<file path="src/rtl/if_stage.sv">
// Instruction fetch stage: PC register, instruction memory request and IF/ID register.
// Optional redirect counter output enabled by defining IF_STAGE_REDIRECT_CNT_EN.
module if_stage #(
  parameter logic [15:0] RESET_PC = 16'h0000
) (
  input  logic        clk,
  input  logic        rst_n,
  output logic        imem_req,
  output logic [15:0] imem_addr,
  input  logic [15:0] imem_rdata,
  input  logic        imem_ready,
  input  logic        pc_write,
  input  logic        halt,
  input  logic        redirect,
  input  logic [15:0] redirect_pc,
  output logic [15:0] if_instr,
  output logic [3:0]  if_opcode,
  output logic [15:0] if_pc,
  output logic        if_valid,
  output logic        halted
`ifdef IF_STAGE_REDIRECT_CNT_EN
  ,
  output logic [15:0] redirect_cnt
`endif
);

  localparam int unsigned XLEN = 16;

  localparam logic [0:0] FETCH = 1'b0;
  localparam logic [0:0] HALT  = 1'b1;

  logic [0:0]      state_q, state_d;
  logic [XLEN-1:0] pc_q, pc_d;
  logic [XLEN-1:0] instr_q, instr_d;
  logic [XLEN-1:0] ipc_q, ipc_d;
  logic            valid_q, valid_d;

  // Request only when nothing overrides fetch and the IF/ID slot can accept a word.
  assign imem_req  = (state_q == FETCH) && !redirect && !halt && (pc_write || !valid_q);
  assign imem_addr = pc_q;
  assign if_instr  = instr_q;
  assign if_opcode = instr_q[15:12];
  assign if_pc     = ipc_q;
  assign if_valid  = valid_q;
  assign halted    = (state_q == HALT);

`ifdef IF_STAGE_REDIRECT_CNT_EN
  logic [XLEN-1:0] cnt_q, cnt_d;
  assign redirect_cnt = cnt_q;

  always_comb begin
    cnt_d = cnt_q;
    if ((state_q == FETCH) && redirect && (cnt_q != 16'hFFFF)) begin
      cnt_d = cnt_q + XLEN'(1);
    end
  end

  always_ff @(posedge clk or negedge rst_n) begin
    if (!rst_n) begin
      cnt_q <= '0;
    end else begin
      cnt_q <= cnt_d;
    end
  end
`endif

  // Next-state: redirect beats halt, halt beats stall/fetch; HALT is terminal until reset.
  always_comb begin
    state_d = state_q;
    pc_d    = pc_q;
    instr_d = instr_q;
    ipc_d   = ipc_q;
    valid_d = valid_q;
    case (state_q)
      FETCH: begin
        if (redirect) begin
          pc_d    = redirect_pc;
          valid_d = 1'b0;
        end else if (halt) begin
          valid_d = 1'b0;
          state_d = HALT;
        end else if (imem_req) begin
          if (imem_ready) begin
            instr_d = imem_rdata;
            ipc_d   = pc_q;
            valid_d = 1'b1;
            pc_d    = pc_q + XLEN'(1);
          end else begin
            valid_d = 1'b0;
          end
        end
      end
      default: begin
        valid_d = 1'b0;
      end
    endcase
  end

  always_ff @(posedge clk or negedge rst_n) begin
    if (!rst_n) begin
      state_q <= FETCH;
      pc_q    <= RESET_PC;
      instr_q <= '0;
      ipc_q   <= '0;
      valid_q <= 1'b0;
    end else begin
      state_q <= state_d;
      pc_q    <= pc_d;
      instr_q <= instr_d;
      ipc_q   <= ipc_d;
      valid_q <= valid_d;
    end
  end

endmodule

</file>
<file path="config.mk">
export PLATFORM = sky130hd
export DESIGN_NAME = if_stage
export DESIGN_NICKNAME = d
export VERILOG_FILES = /design/src/rtl/if_stage.sv
export SDC_FILE = /design/constraint.sdc
export NUM_CORES = 1
export LEC_CHECK = 0
export ABC_AREA = 0
export ABC_CLOCK_PERIOD_IN_PS = 3500
export CAP_MARGIN = 15
export CORE_MARGIN = 2
export CORE_UTILIZATION = 47
export DETAILED_ROUTE_END_ITERATION = 8
export PLACE_DENSITY = 0.85
export SLEW_MARGIN = 0
export SYNTH_ARGS = -nofsm -noshare
export SYNTH_HDL_FRONTEND = slang
export SYNTH_SLANG_ARGS = --single-unit
</file>
<file path="constraint.sdc">
create_clock -name clk -period 3.5 [get_ports clk]
set_input_delay 1.05 -clock clk [delete_from_list [all_inputs] [get_ports clk]]
set_output_delay 1.05 -clock clk [all_outputs]
set_load 0.02 [all_outputs]
</file>
Word level (Yosys, flattened, before mapping) --
Index checks and enable logic that the tools add are counted.
Cells by class: $add $sub $neg 1, multiplexer cells 12, reduce and logical (&&, ||, !) cells 12, eq/ne operators 1, bitwise logic cells 3
Operator list (number):
- $mux W16 | 4
- $add A16 B1 Y16 const B | 1
- $mux W1 | 8
- $reduce_and A5 Y1 | 1
- $reduce_and A4 Y1 | 1
- $reduce_bool A2 Y1 | 2
- $reduce_bool A4 Y1 | 1
- $logic_and A1 B1 Y1 | 3
- $logic_not A1 Y1 | 3
- $not A1 Y1 | 3
- $ne A2 B1 Y1 const B | 1
- $logic_or A1 B1 Y1 | 1
Word-level totals: register bits 50, input port bits 38, output and inout port bits 55, logic and storage cells 34

Logic depth before layout (Yosys ltp) --
depth after elaboration 8, depth in mapped cells 7, mapped depth without buffers 6

Worst setup path before layout --
No wires, ideal clock.
path type input -> output, start point input port redirect, end point output port imem_req, stages 3, data required time 2.450 ns, buffers on the path 0, arrival time 1.762 ns, setup slack 0.688 ns, path through clkinv_1 > nand2_1 > nor3_1
On the way: longest elaborated chain between the ends 4
Ends and longest elaborated chain:
- start, declared | RTL line 14 | input logic redirect,
- $logic_not A1 Y1 | RTL line 39 | assign imem_req = (state_q == FETCH) && !redirect && !halt && (pc_write || !valid_q);
- $logic_and A1 B1 Y1 (3 in a row) | RTL line 39
- end, declared | RTL line 8 | output logic imem_req,
Every way passes these cells.

Final worst setup path --
start point input port pc_write, end point output port imem_req
On the way: longest elaborated chain between the ends 2
Ends and longest elaborated chain:
- start, declared | RTL line 12 | input logic pc_write,
- $logic_or A1 B1 Y1 | RTL line 39
- $logic_and A1 B1 Y1 | RTL line 39
Every way passes these cells.

==> flow_summary_export.csv <==
group,metric,value,unit
clocking,path_clk_slew,0.08,ns
sta,setup-tns-final,0,ns
sta,min_period_over_period,93.6,%
pwr,switching_share,29.1,%
sta,worst_slew_pin_slew,0.811,ns
pwr,power_frac_comb,28.3,%
global_routing,grt_pass1_wl,9290,um
die,dieWidth,74.4,um
global_routing,grt_util_all_layers,22.0,%
run,drv_cap,0,
routing,drt_iter0_markers,85,
global_routing,antenna_found_initial,0,
pwr,p_clk_share,24.6,%
clocking,cts_tree,"yes",
pwr,p_sw,0.451,mW
logic_synthesis,ys_seq_area_share,53.7,%
clocking,clockRootBuffer,"clkbuf_8",
clocking,cts_hold_buf,0,
die,coreArea,0.00475,mm^2
finish,final_cell_area,0.00339,mm^2
sta,rsz0062_at_grt,"false",
sta,hold_viol,0,
die,rows,25,
setup_path,regToRegSetupSlack,1.33,ns
worst_hold_path,hold_path_class,"reg -> reg",
setup_path,crit_path_start_kind,"input port",
pwr,ir_drop,336,uV
placement,dp_hpwl,4160,um
sta,period_needed,3.28,ns
pwr,p_seq_share,47.1,%
sta,fin_hold_ws,0.482,ns
clocking,cts_made_buffers,5,
routing,routed_via_density,5.39,
status,run_status,"finished, final reports clean",
worst_hold_path,hold_depth,2,
finish,drive_gt1_share,14.8,%
sta,final-setup-viol-count,0,
logic_synthesis,synthCells,207,
routing,antenna_left,0,
setup_path,r2r_end,"imem_addr[14]$_DFFE_PN0P_",
pwr,p_leak,1.44,nW
routing,drtPass1Iterations,4,
finish,area_delta_synth_final,45.8,%
logic_synthesis,synthesis.area,0.00233,mm^2
sta,maxSlewViolCount,0,
pwr,p_int,1.10,mW
placement,gp_congestion,0.857,
clocking,clk_latency,0.29,ns
logic_synthesis,yosys_warnings,0,
sta,maxSlewHeadroom,46.0,%
finish,utilization,71.4,%
placement,placed_cell_area,0.00329,mm^2
routing,top_layer_used,"met4",
worst_hold_path,holdPathEnd,"if_pc[10]$_DFFE_PN0P_",
clocking,cts_sinks,50,
logic_synthesis,synth_nets,246,
global_routing,grt_pass1_vias,1946,
worst_hold_path,worstHoldStart,"if_pc[10]$_DFFE_PN0P_",
setup_path,critPathMaxFanout,4,
setup_path,crit_type,"in -> out",
routing,drc,0,
logic_synthesis,synth_seq_cells,50,
setup_path,worstPathRequired,2.45,ns
placement,io_buffers,92,
clocking,h-tree-depth,2,
routing,vias,1967,
routing,wl_met2,2810,um
setup_path,r2r_start,"imem_addr[0]$_DFFE_PN0P_",
die,initial_core_util,49.0,%
setup_path,r2r_cells,6,
clocking,ctsLongestPathBuffers,2,
sta,clock_skew,0.00275,ns
finish,diodes,0,
finish,nNetsFinal,336,
die,io-pin-count,93,
logic_synthesis,synth.avg_cell_area,11.2,um^2
routing,met1_length,2340,um
routing,avgRoutedWirePerCell,15.4,um
sta,clock.fmax,305,MHz
pwr,p_per_area,457,mW/mm^2
die,die_height,74.4,um
setup_path,crit_arrival,2.23,ns
routing,dr_wl_met3,354,um
routing,totalWireLength,5610,um
global_routing,grt_max_degree,39,
logic_synthesis,synth_cell_types,45,
die,die_area,0.00553,mm^2
global_routing,grt-ovfl-total,0,
setup_path,cp-end-kind,"output pin",
==> logic make-up after synthesis <==
logic type | Yosys count | share of synthesized area [%]
buffers and inverters | 21 | 4.57
flip-flops | 50 | 53.7
adder cells (fa/ha/maj) | 1 | 0.537
AO/OA/AOI/OAI | 52 | 13.9
AND/OR/NAND/NOR | 53 | 12.8
multiplexers | 30 | 14.4
==> per-layer routing <==
layer,up-vias,GRT usage [%]
met4,0,8.53
met3,8,4.34
met2,83,37.2
li1,935,-
met5,-,0
met1,941,28.0
==> timing repair <==
action | 4_1_cts | 5_1_grt
resized for setup | 1 | 0
buffers inserted | 0 | 0
setup endpoints to repair | 1 | 0
==> worst max-delay path by stage <==
stage                         from  endpoint  cells after the start
after floorplan           redirect  imem_req                      3
after global placement    pc_write  imem_req                      4
after detailed placement  pc_write  imem_req                      4
after CTS                 pc_write  imem_req                      4
after global routing      redirect  imem_req                      5
final                     pc_write  imem_req                      4
==> placed cells by master, fill, tap and decap left out, types with 3 or more instances in the layout <==
cell type	synthesis	routed
nor2_1	9	9
nand2_1	15	15
o21ai_1	3	3
or3_1	3	3
o21ai_0	16	16
a22oi_1	4	4
buf_4	4	6
nand3_1	6	6
and4_1	3	3
mux2_2	28	28
dfrtp_1	50	50
nor3_1	3	3
inv_1	5	5
o31ai_1	3	3
a21oi_1	11	11
clkdlybuf4s50_1	0	90
clkbuf_8	0	5
==> final cells by class <==
| type | count | area [um^2] |
|---|---|---|
| inverter | 6 | 22.5 |
| timing repair buffer | 98 | 960 |
| multi-input combinational | 136 | 971 |
| clock inverter | 1 | 30.0 |
| sequential | 50 | 1250 |
| tap | 67 | 83.8 |
| fill | 376 | 1360 |
| clock buffer | 7 | 76.3 |
==> Yosys cell counts <==
cell       number  area (um^2)
nand3b_1        1         7.51
a21o_1          2         15.0
nand4_1         2         12.5
buf_1           1         3.75
ha_1            1         12.5
o22ai_1         2         12.5
and2_1          1         6.26
o311ai_1        1         8.76
o21a_1          1         7.51
inv_1           5         18.8
mux2_2         28          315
o21ai_1         3         15.0
o21ai_0        16         80.1
nor2b_4         1         13.8
nor3b_1         2         15.0
nand2_1        15         56.3
clkbuf_1        5         18.8
a221o_1         1         10.0
dfrtp_1        50         1250
buf_2           4         20.0
and4_1          3         26.3
o221ai_1        1         8.76
a22oi_1         4         30.0
o211ai_1        1         7.51
o31ai_1         3         22.5
or4_1           2         15.0
nor2_1          9         33.8
buf_4           4         30.0
a41oi_1         1         8.76
o2bb2a_1        1         10.0
nor4_1          2         12.5
mux2i_1         2         20.0
a31oi_1         1         6.26
a21oi_2         1         8.76
nor4_4          1         21.3
a2bb2oi_1       1         8.76
or3b_1          1         8.76
or3_1           3         18.8
clkinv_1        1         3.75
and3_1          1         6.26
a21oi_1        11         55.1
nand3_1         6         30.0
buf_6           1         11.3
nor3_1          3         15.0
o2bb2ai_1       1         8.76
==> state kept, by name (all words and copies together), names as in the netlist <==
name	flops
if_pc	16
halted	1
imem_addr	16
if_instr	16
if_valid	1
==> power by group through the flow <==
| stage | sequential, mW | combinational [mW] | clock (mW) |
|---|---|---|---|
| 3_3_place_gp | 0.738 | 0.431 | 0 |
| 5_1_grt | 0.747 | 0.471 | 0.413 |
| 3_5_place_dp | 0.743 | 0.442 | 0 |
| 4_1_cts | 0.732 | 0.445 | 0.398 |
| 2_1_floorplan | 0.818 | 0.118 | 0 |
| 6_report | 0.731 | 0.439 | 0.383 |
==> worst max-delay path, stage by stage <==
cell,delay (ns)
clkdlybuf4s50_1,0.50
nor2b_4,0.06
nor3_1,0.23
dlygate4sd2_1,0.39
==> per-stage QoR <==
step	cells	power, mW	setup WS [ns]
final	365	1.55	0.225
after detailed placement	357	1.18	0.0346
after global placement	357	1.17	0.0659
after floorplan	207	0.936	0.688
after CTS	365	1.57	0.253
after global routing	365	1.63	0.211
Note: power is estimated with default switching activity, not from simulation.
